## src/rtl/pipe_ctrl_pkg.sv

```systemverilog
// Shared definitions for the pipeline hazard controller: stall/flush bit indices,
// strobe patterns, controller state encoding and the pipeline bubble instruction.
package pipe_ctrl_pkg;

   localparam int STALL_PC    = 0;
   localparam int STALL_IF    = 1;
   localparam int STALL_ID    = 2;
   localparam int STALL_EX    = 3;
   localparam int STALL_WB    = 4;
   localparam int STALL_BUS_W = 5;

   typedef logic [STALL_BUS_W-1:0] stall_bus_t;

   typedef enum logic [1:0] {
      ST_RUN     = 2'd0,
      ST_HOLD_EX = 2'd1,
      ST_FLUSH   = 2'd2,
      ST_DRAIN   = 2'd3
   } state_t;

   // Bubble loaded by a flushed pipeline register (addi x0,x0,0 with we=0)
   localparam logic [31:0] NOP_INSN = 32'h0000_0013;

   localparam stall_bus_t HOLD_STALL  = stall_bus_t'((1 << STALL_PC) | (1 << STALL_IF) | (1 << STALL_ID));
   localparam stall_bus_t HOLD_FLUSH  = stall_bus_t'(1 << STALL_EX);
   localparam stall_bus_t JUMP_FLUSH  = stall_bus_t'((1 << STALL_IF) | (1 << STALL_ID));
   localparam stall_bus_t LU_STALL    = stall_bus_t'((1 << STALL_PC) | (1 << STALL_IF));
   localparam stall_bus_t LU_FLUSH    = stall_bus_t'(1 << STALL_ID);
   localparam stall_bus_t WIN_FLUSH   = stall_bus_t'(1 << STALL_IF);

endpackage

```

## src/rtl/pipe_wdt.sv

```systemverilog
// Saturating hold counter for the pipe_ctrl watchdog; hit marks the LIMIT-th
// consecutive hold cycle (the entry cycle in RUN counts as the first).
module pipe_wdt #(
   parameter int LIMIT = 64
) (
   input  logic clk,
   input  logic rst,
   input  logic clr,
   input  logic inc,
   output logic hit
);

   localparam logic [7:0] HIT_AT = 8'(LIMIT - 1);

   logic [7:0] count;

   always_ff @(posedge clk or posedge rst) begin
      if (rst) begin
         count <= 8'd0;
      end else if (clr) begin
         count <= 8'd1;
      end else if (inc && count != 8'hFF) begin
         count <= count + 8'd1;
      end
   end

   assign hit = (count == HIT_AT);

endmodule

```

## src/rtl/pipe_ctrl.sv

```systemverilog
// Pipeline hazard controller: per-stage stall/flush strobes and PC redirect.
// Optional hold watchdog enabled by defining PIPE_CTRL_WDT_EN.
module pipe_ctrl
   import pipe_ctrl_pkg::*;
#(
   parameter int FLUSH_CYCLES = 2,
   parameter int WDT_LIMIT    = 64
) (
   input  logic              clk,
   input  logic              rst,
   input  logic              id_hold_req,
   input  logic              ex_hold_req,
   input  logic              ex_jump_req,
   input  logic [31:0]       ex_jump_addr,
   output logic [4:0]        stall,
   output logic [4:0]        flush,
   output logic              jump_o,
   output logic [31:0]       jump_addr_o,
   output logic              busy,
   output logic              wdt_err
);

   if (FLUSH_CYCLES < 1 || FLUSH_CYCLES > 7 || WDT_LIMIT < 2 || WDT_LIMIT > 255) begin : g_bad_param
      $error("pipe_ctrl: FLUSH_CYCLES or WDT_LIMIT out of range");
   end

   localparam logic [2:0] FLUSH_LOAD = 3'(FLUSH_CYCLES > 1 ? FLUSH_CYCLES - 2 : 0);

   state_t     state, state_n;
   logic [2:0] cnt, cnt_n;
   stall_bus_t stall_c, flush_c;
   logic       jump_c;
   logic [31:0] addr_c;
   logic       hold_act;
   logic       run_rules;

`ifdef PIPE_CTRL_WDT_EN
   logic wdt_hit;
   logic wdt_inc;
   logic wdt_set;
   logic wdt_q;

   assign wdt_inc = (state == ST_HOLD_EX) && ex_hold_req && !wdt_hit;
   assign wdt_set = (state == ST_HOLD_EX) && ex_hold_req && wdt_hit;

   pipe_wdt #(.LIMIT(WDT_LIMIT)) u_wdt (
      .clk (clk),
      .rst (rst),
      .clr (hold_act),
      .inc (wdt_inc),
      .hit (wdt_hit)
   );

   always_ff @(posedge clk or posedge rst) begin
      if (rst) begin
         wdt_q <= 1'b0;
      end else if (wdt_set) begin
         wdt_q <= 1'b1;
      end
   end

   assign wdt_err = wdt_q;
`else
   assign wdt_err = 1'b0;
`endif

   always_comb begin
      stall_c   = '0;
      flush_c   = '0;
      jump_c    = 1'b0;
      addr_c    = '0;
      state_n   = state;
      cnt_n     = cnt;
      hold_act  = 1'b0;
      run_rules = 1'b0;

      unique case (state)
         ST_RUN: begin
            if (ex_hold_req) hold_act = 1'b1;
            else             run_rules = 1'b1;
         end
         ST_HOLD_EX: begin
            if (ex_hold_req) begin
`ifdef PIPE_CTRL_WDT_EN
               // Forced release: outputs stay 0 and EX is drained
               if (wdt_hit) begin
                  state_n = ST_DRAIN;
               end else begin
                  stall_c = HOLD_STALL;
                  flush_c = HOLD_FLUSH;
               end
`else
               stall_c = HOLD_STALL;
               flush_c = HOLD_FLUSH;
`endif
            end else begin
               run_rules = 1'b1;
            end
         end
         ST_FLUSH: begin
            flush_c = WIN_FLUSH;
            if (cnt == 3'd0) state_n = ST_RUN;
            else             cnt_n   = cnt - 3'd1;
         end
         ST_DRAIN: begin
            run_rules = 1'b1;
         end
         default: state_n = ST_RUN;
      endcase

      if (hold_act) begin
         stall_c = HOLD_STALL;
         flush_c = HOLD_FLUSH;
         state_n = ST_HOLD_EX;
      end

      // RUN rules without the hold case; ex_hold_req is 0 or masked here
      if (run_rules) begin
         state_n = (state == ST_DRAIN && ex_hold_req) ? ST_DRAIN : ST_RUN;
         if (ex_jump_req) begin
            jump_c  = 1'b1;
            addr_c  = ex_jump_addr;
            flush_c = JUMP_FLUSH;
            if (FLUSH_CYCLES > 1) begin
               state_n = ST_FLUSH;
               cnt_n   = FLUSH_LOAD;
            end
         end else if (id_hold_req) begin
            stall_c = LU_STALL;
            flush_c = LU_FLUSH;
         end
      end
   end

   always_ff @(posedge clk or posedge rst) begin
      if (rst) begin
         state <= ST_RUN;
         cnt   <= 3'd0;
      end else begin
         state <= state_n;
         cnt   <= cnt_n;
      end
   end

   assign stall       = rst ? 5'd0  : stall_c;
   assign flush       = rst ? 5'd0  : flush_c;
   assign jump_o      = rst ? 1'b0  : jump_c;
   assign jump_addr_o = rst ? 32'd0 : addr_c;
   assign busy        = !rst && (state != ST_RUN);

endmodule
```

## config.mk

```make
export PLATFORM = sky130hd
export DESIGN_NAME = pipe_ctrl
export DESIGN_NICKNAME = d
export VERILOG_FILES = /design/src/rtl/pipe_ctrl_pkg.sv /design/src/rtl/pipe_wdt.sv /design/src/rtl/pipe_ctrl.sv
export SDC_FILE = /design/constraint.sdc
export NUM_CORES = 1
export LEC_CHECK = 0
export BUFFER_PORTS_ARGS = -buffer_cell sky130_fd_sc_hd__buf_2
export CAP_MARGIN = 20
export CORE_AREA = 4 4 52 54
export DETAILED_ROUTE_END_ITERATION = 8
export DIE_AREA = 0 0 56 58
export PLACE_DENSITY = 0.75
export SLEW_MARGIN = 20
export SYNTH_ARGS = -nofsm -noshare
export SYNTH_HDL_FRONTEND = slang
export SYNTH_SLANG_ARGS = --single-unit
```

## constraint.sdc

```tcl
create_clock -name clk -period 1.5 [get_ports clk]
set_input_delay 0.3 -clock clk [delete_from_list [all_inputs] [get_ports clk]]
set_output_delay 0.3 -clock clk [all_outputs]
set_load 0.005 [all_outputs]
```

Yosys cells after proc, flatten, opt, wreduce, memory -nomap -nowiden. Cells that the tools add are included.

Word-level logic and storage cells: 50. Register bits: 5.

Add/subtract/negate cells: 1. Mux-type cells: 34. Reduce and logical (&&, ||, !) cells: 10. Equal/unequal tests: 3.

Operators with widths (count): $mux 32 (3); $mux 5 (10); $mux 3 (6); $mux 2 (6); $pmux 4 s2 (1); $mux 1 (6); $reduce_bool 3->1 (2); $eq 2x2->1 const B (2); $mux 4 (1); $logic_not 3->1 (1); $sub 3x1->3 const B (1); $eq 2x1->1 const B (1); $logic_and 1x1->1 (2); $logic_not 2->1 (1); $pmux 1 s2 (1); $reduce_and 2->1 (1); $reduce_bool 2->1 (1); $reduce_or 2->1 (1); $logic_not 1->1 (1).

Logic depth before layout (Yosys ltp). Gate-level depths: netlist (run 1).

Word-level depth: 7. Gate-level depth with buffers: 5.

Worst setup path after synthesis (run 1). Ideal clock, no wire load.

Kind: reg2out. From: reg state[0]. To: out jump_addr_o[22]. Data required time: 1.200 ns. Setup slack: 0.042 ns. Stages on the path, launching flop included: 6. Arrival: 1.158 ns. Path buffers: 2. Cells stage by stage: dfrtp_1 > nand2b_1 > buf_6 > and4_4 > buf_6 > and2_2.

Word-level cells in the longest chain between the ends: 5.

Ends and longest elaborated chain: start: declaration (line pipe_ctrl.sv:29) `state_t state, state_n;`; start signal: assignment (line pipe_ctrl.sv:140) `state <= state_n;`; $eq 2x1->1 / $logic_not 2->1 (equally long branches) (line pipe_ctrl.sv:77) `unique case (state)`; $reduce_or 2->1 (no line); $pmux 1 s2 (*) (line pipe_ctrl.sv:77); $mux 32 (*) (line pipe_ctrl.sv:118) `if (run_rules) begin`; $mux 32 (*) (line pipe_ctrl.sv:148) `assign jump_addr_o = rst ? 32'd0 : addr_c;`; end: declaration (line pipe_ctrl.sv:18) `output logic [31:0] jump_addr_o,`.

Mark *: on every way between the ends. The rest lies on a longest branch, timed or not.

Worst setup path after layout (run 1).
From: reg state[1]. To: out jump_addr_o[3].

The elaborated chain is that of the path after synthesis.

==> results.py, run 1 <==
metrics = {
    "synth": {
        "synth_edf_count": 0,
        "synthSimpleGateAreaFrac": 0.514,
        "ys_seq_area_frac": 0.192,
        "synth-xor-area-share": 0,
        "synth.largest_area_cell": "and2_1",
        "synth.distinct_cells": 26,
        "yosys_warnings": 0,
        "synth.ff_latch_count": 5,
        "synth_area_leaders": "and2_1 (22%), dfrtp_1 (19%), and2_2 (10%), buf_4 (6.9%), buf_6 (6.9%)",
        "synthMostInstantiatedCell": "and2_1",
        "async_flop_share": 1.00,
        "synthCells": 85,
        "synth_compound_area_frac": 0.0787,
        "yosys.area_share.adder": 0.0384,
        "avgSynthCellArea_um2": 7.67,
        "synthMuxAreaShare": 0.0154,
        "synth_top_family_by_area": "simple AND/OR/NAND/NOR gates",
        "synth_top_area_frac": 0.221,
        "yosys-top-cells-count": "and2_1 (23), and2_2 (9), nor2_1 (8), buf_4 (6), dfrtp_1 (5)",
        "synth_area_um2": 652,
        "synth_ff_type": "dfrtp_1",
    },
    "clock_network": {
        "htreeDepth": 1,
        "cts_tree": "built",
        "cts_buffer_depth": 2,
        "cts_buffers": 3,
        "cts_hold_buf": 0,
        "clock-root-buffer": "clkbuf_4",
        "insertion_delay_ns": 0.24,
        "cts_sinks": 5,
        "clk_pin_slew_worst_paths_ns": 0.05,
    },
    "outcome": {
        "status": "finished with violations",
        "violations": "setup timing",
    },
    "final_layout": {
        "final_core_util": 0.623,
        "syn2layout_area_growth_pct": 112,
        "final_cell_area_mm2": 0.00138,
        "multi_input_area_um2": 567,
        "layout-drive-gt1-share": 0.731,
        "fill_cells": 180,
        "seqCellArea_um2": 126,
        "final_net_count": 211,
        "antennaDiodeCount": 0,
    },
    "floorplanning": {
        "die_y_um": 58,
        "fp.dieW_um": 56,
        "row_count": 17,
        "io_pins": 82,
        "placeableCoreArea_mm2": 0.00221,
        "start_util": 0.295,
        "die_area_mm2": 0.00325,
    },
    "drt": {
        "ant_nets": 0,
        "drt_iter0_drc": 24,
        "firstDrtPassIters": 4,
        "via_per_inst": 4.64,
        "dr_wl_met3_um": 381,
        "wire_per_inst_um": 15.1,
        "wl_met2_um": 1500,
        "drc": 0,
        "wl_met1_um": 1120,
        "wirelength_um": 3010,
        "top_layer": "met3",
        "vias": 924,
    },
    "pwr": {
        "p_per_area_mw_per_mm2": 958,
        "p_int_mw": 0.807,
        "switching_share": 0.389,
        "p_comb_frac": 0.713,
        "finalPower_mw": 1.32,
        "seqPwrFrac": 0.170,
        "p_clk_frac": 0.117,
        "leakage_nw": 0.768,
        "vdd_drop_max_mv": 0.684,
        "p_switching_mw": 0.514,
    },
    "timing": {
        "post-route-min-period_ns": 1.65,
        "finalSetupViolations": 38,
        "drv_slew": 0,
        "period_share": 1.10,
        "rsz0062_at_grt": "yes",
        "hold_viol": 0,
        "max_freq_mhz": 605,
        "fin_skew_ns": 0.00612,
        "fin_ws_ns": -0.153,
    },
    "place": {
        "placed_area_mm2": 0.00104,
        "io_buffers": 76,
        "dp_hpwl_um": 2020,
        "gp_congestion": 0.905,
    },
    "critical_path": {
        "critPathRequiredTime_ns": 1.20,
        "criticalPathCategory": "flip-flop to output pin",
        "worstPathMaxFanout": 8,
        "cp-end-kind": "output pin",
        "cp.arrival_ns": 1.35,
        "critPathLaunchType": "flip-flop",
    },
    "global_routing": {
        "grt_max_degree": 10,
        "grt_pass1_wl_um": 4160,
        "grt_pass1_vias": 898,
        "grt_overflow": 0,
        "groute.usage.overall": 0.159,
        "antenna_found_initial": 0,
    },
    "hold_path": {
        "worstHoldPathType": "input port to async pin",
    },
    "job": {
        "drv_cap": 0,
    },
}
-- layout make-up --
type | instances | share of cell area
sequential | 5 | 0.0917
timing repair buffer | 84 | 0.445
inverter | 3 | 0.00817
tap | 28 | 0.0254
multi-input combinational | 75 | 0.411
clock buffer | 4 | 0.0191
-- kinds of logic after synthesis --
| family | count (synthesis) |
|---|---|
| other | 1 |
| AND/OR/NAND/NOR | 54 |
| flip-flops | 5 |
| buffers and inverters | 13 |
| multiplexers | 1 |
| AO/OA/AOI/OAI | 9 |
| adder cells (fa/ha/maj) | 2 |
-- power groups by stage --
stage               clock [mW]  sequential [mW]  combinational [mW]
finish                   0.154            0.225               0.942
global route             0.170            0.231                1.03
CTS                      0.160            0.221               0.755
detailed placement           0            0.212               0.665
global placement             0            0.210               0.657
floorplan                    0            0.214               0.426
-- what timing repair did --
action,in CTS,in global routing
endpoints found under the setup margin,37,39
cloned,3,1
pin swaps,19,28
hold endpoints to repair,0,0
gates resized for setup,9,57
setup buffers,0,1
-- final timing paths --
| kind | startpoint | endpoint | slack, ns | cells past startpoint |
|---|---|---|---|---|
| min in group clk | ex_hold_req | state[0] | 0.38 | 2 |
| worst max register to register | cnt[0] | cnt[0] | 0.16 | 5 |
| worst min register to register | cnt[1] | cnt[1] | 0.55 | 2 |
| worst min-delay path | rst | cnt[2] | 0.21 | 3 |
| max in group asynchronous | rst | state[1] | 1.16 | 3 |
| worst max-delay path | state[1] | jump_addr_o[3] | -0.15 | 4 |
-- layout by cell type, fill, tap and decap left out, types with 2 or more instances in the layout --
cell / instances
and4_4: 5
and2_4: 26
buf_4: 7
dfrtp_1: 4
buf_2: 49
or3_1: 2
nor2_1: 7
conb_1: 5
nand2b_4: 2
buf_6: 28
and2_1: 6
nand3b_1: 2
a21oi_2: 2
ha_1: 2
nor2b_1: 2
o21ai_0: 2
clkbuf_4: 3
a21oi_1: 2
inv_1: 3
-- routing by layer --
metal,GRT usage,vias to the layer above
met2,0.270,65
met4,0.0407,0
met1,0.193,415
met3,0.0512,0
met5,0,-
li1,-,444
-- registers in the layout, summed over array words and instances, names as in the netlist --
register,count
cnt,3
state,2
-- per-stage QoR --
stage / std cells / setup slack (ns) / setup TNS (ns) / hold slack [ns]
floorplan: 89 / 0.0416 / 0 / 0.0870
global placement: 190 / 0.0383 / 0 / 0.298
detailed placement: 190 / 0.0223 / 0 / 0.313
CTS: 197 / -0.170 / -5.47 / 0.166
global route: 199 / -0.219 / -6.76 / 0.230
finish: 199 / -0.153 / -4.42 / 0.207
-- worst max-delay path, stage by stage, from the launching register on --
cell	delay, ns
dfrtp_2	0.40
nand2b_4	0.18
and4_4	0.29
and2_4	0.16
buf_6	0.08
Power figures use the tool's default switching activity.
==> run 2: changes to the inputs <==
Clock period 1.5 ns to 1.7 ns, I/O delays scaled along.
==> run 2 against run 1 <==
The run still ends with setup timing left. Die area did not move. Total power fell by 12%. Clock skew shrank 0.0019 ns. Register-to-register slack better by 0.22 ns. Worst setup slack gained 0.10 ns. Critical path depth did not move. First-iteration DRC count fell by 46%. Via count grew 0.22%. Clock power is 9.7% lower. Sequential cell count unchanged. Wire length grew 2.7%. Largest cell class unchanged. Highest routed layer is now met4.
==> results.py, run 2 (synthesized netlist as in run 1, its figures left out) <==
metrics = {
    "outcome": {
        "status": "finished with violations",
        "violations": "setup timing",
    },
    "job": {
        "drv_cap": 0,
    },
    "global_routing": {
        "groute.usage.overall": 0.161,
        "grt_pass1_vias": 897,
        "grt_max_degree": 13,
        "antenna_found_initial": 0,
        "grt_overflow": 0,
        "grt_pass1_wl_um": 4130,
    },
    "place": {
        "gp_congestion": 0.846,
        "dp_hpwl_um": 1960,
        "io_buffers": 76,
    },
    "critical_path": {
        "r2r-end": "cnt[0]",
        "critPathRequiredTime_ns": 1.36,
        "criticalPathCategory": "flip-flop to output pin",
        "worstPathMaxFanout": 8,
        "cp.arrival_ns": 1.41,
        "critPathLaunchType": "flip-flop",
        "rrSetupSlack_ns": 0.38,
        "rr_worst_depth": 5,
        "r2r-start": "cnt[0]",
        "cp-end-kind": "output pin",
    },
    "clock_network": {
        "clk_pin_slew_worst_paths_ns": 0.04,
        "clock-root-buffer": "clkbuf_4",
        "cts_sinks": 5,
        "htreeDepth": 1,
        "insertion_delay_ns": 0.25,
        "cts_tree": "built",
        "cts_buffer_depth": 2,
        "cts_buffers": 3,
    },
    "final_layout": {
        "layout_commonest_cell": "buf_2",
        "reg.largest.list": "cnt (3), state (2)",
        "largest_register_ffs": 3,
        "final_cell_mix": "buf_2 (48), buf_6 (29), and2_4 (28)",
        "final_core_util": 0.617,
        "regMostFlops": "cnt",
        "layout-drive-gt1-share": 0.732,
        "final_net_count": 208,
        "antennaDiodeCount": 0,
        "syn2layout_area_growth_pct": 109,
    },
    "timing": {
        "max_freq_mhz": 571,
        "rsz0062_at_grt": "yes",
        "fin_ws_ns": -0.0514,
        "finalSetupViolations": 25,
        "hold_viol": 0,
        "post-route-min-period_ns": 1.75,
        "drv_slew": 0,
        "fin_skew_ns": 0.00417,
        "period_share": 1.03,
    },
    "drt": {
        "wirelength_um": 3090,
        "firstDrtPassIters": 4,
        "vias": 926,
        "via_per_inst": 4.72,
        "drt_iter0_drc": 13,
        "ant_nets": 0,
        "drc": 0,
        "wire_per_inst_um": 15.8,
    },
    "hold_path": {
        "worstHoldPathType": "input port to async pin",
    },
    "floorplanning": {
        "row_count": 17,
        "die_y_um": 58,
        "die_area_mm2": 0.00325,
        "io_pins": 82,
        "fp.dieW_um": 56,
        "placeableCoreArea_mm2": 0.00221,
        "start_util": 0.295,
    },
    "pwr": {
        "vdd_drop_max_mv": 0.863,
        "p_per_area_mw_per_mm2": 856,
        "finalPower_mw": 1.17,
        "leakage_nw": 0.757,
    },
}
-- run 2: worst max path at each step --
stage | start | to | slack (ns) | depth (start not counted)
6_report | state[1] | jump_addr_o[4] | -0.05 | 4
3_5_place_dp | ex_hold_req | jump_addr_o[27] | 0.09 | 5
4_1_cts | state[1] | jump_addr_o[5] | -0.02 | 4
2_1_floorplan | state[0] | jump_addr_o[22] | 0.20 | 5
5_1_grt | state[1] | jump_addr_o[2] | -0.12 | 4
3_3_place_gp | ex_hold_req | jump_addr_o[25] | 0.13 | 5
-- run 2: critical path, stage by stage, from the launching register on --
cell	delay, ns
dfrtp_2	0.41
nand2b_4	0.20
and4_4	0.30
and2_1	0.15
buf_2	0.11
-- run 2: final cells by class --
class / count / area (um^2)
sequential: 5 / 126
multi-input combinational: 75 / 569
timing repair buffer: 81 / 597
fill: 182 / 847
clock buffer: 4 / 26.3
tap: 28 / 35.0
inverter: 3 / 11.3
-- run 2: what timing repair did --
action / CTS / global route
gates resized for setup: 34 / 33
gates cloned: 4 / 0
setup buffers: 1 / 2
hold buffers: 0 / 0
pin swaps: 18 / 21
setup endpoints to repair: 33 / 34
endpoints found under the hold margin: 0 / 0
-- run 2: per-stage QoR --
stage / area (um^2) / setup TNS [ns] / instances / hold WS (ns) / setup slack (ns)
floorplan: 667 / 0 / 89 / 0.127 / 0.202
global placement: 1010 / 0 / 185 / 0.371 / 0.127
detailed placement: 1010 / 0 / 185 / 0.379 / 0.0880
CTS: 1190 / -0.167 / 194 / 0.256 / -0.0191
global route: 1370 / -2.60 / 196 / 0.303 / -0.122
finish: 1370 / -0.694 / 196 / 0.279 / -0.0514
-- run 2: routing by layer --
layer	global-route usage	routed length [um]
met1	0.169	1140
met2	0.284	1620
met3	0.0846	323
met4	0.0407	10
met5	0	0
-- run 2: report_power, final --
part	switching (mW)	leakage (nW)	internal, mW
combinational	0.360	0.679	0.461
clock	0.0498	0.0150	0.0888
sequential	0.0441	0.0632	0.164
total	0.454	0.757	0.714
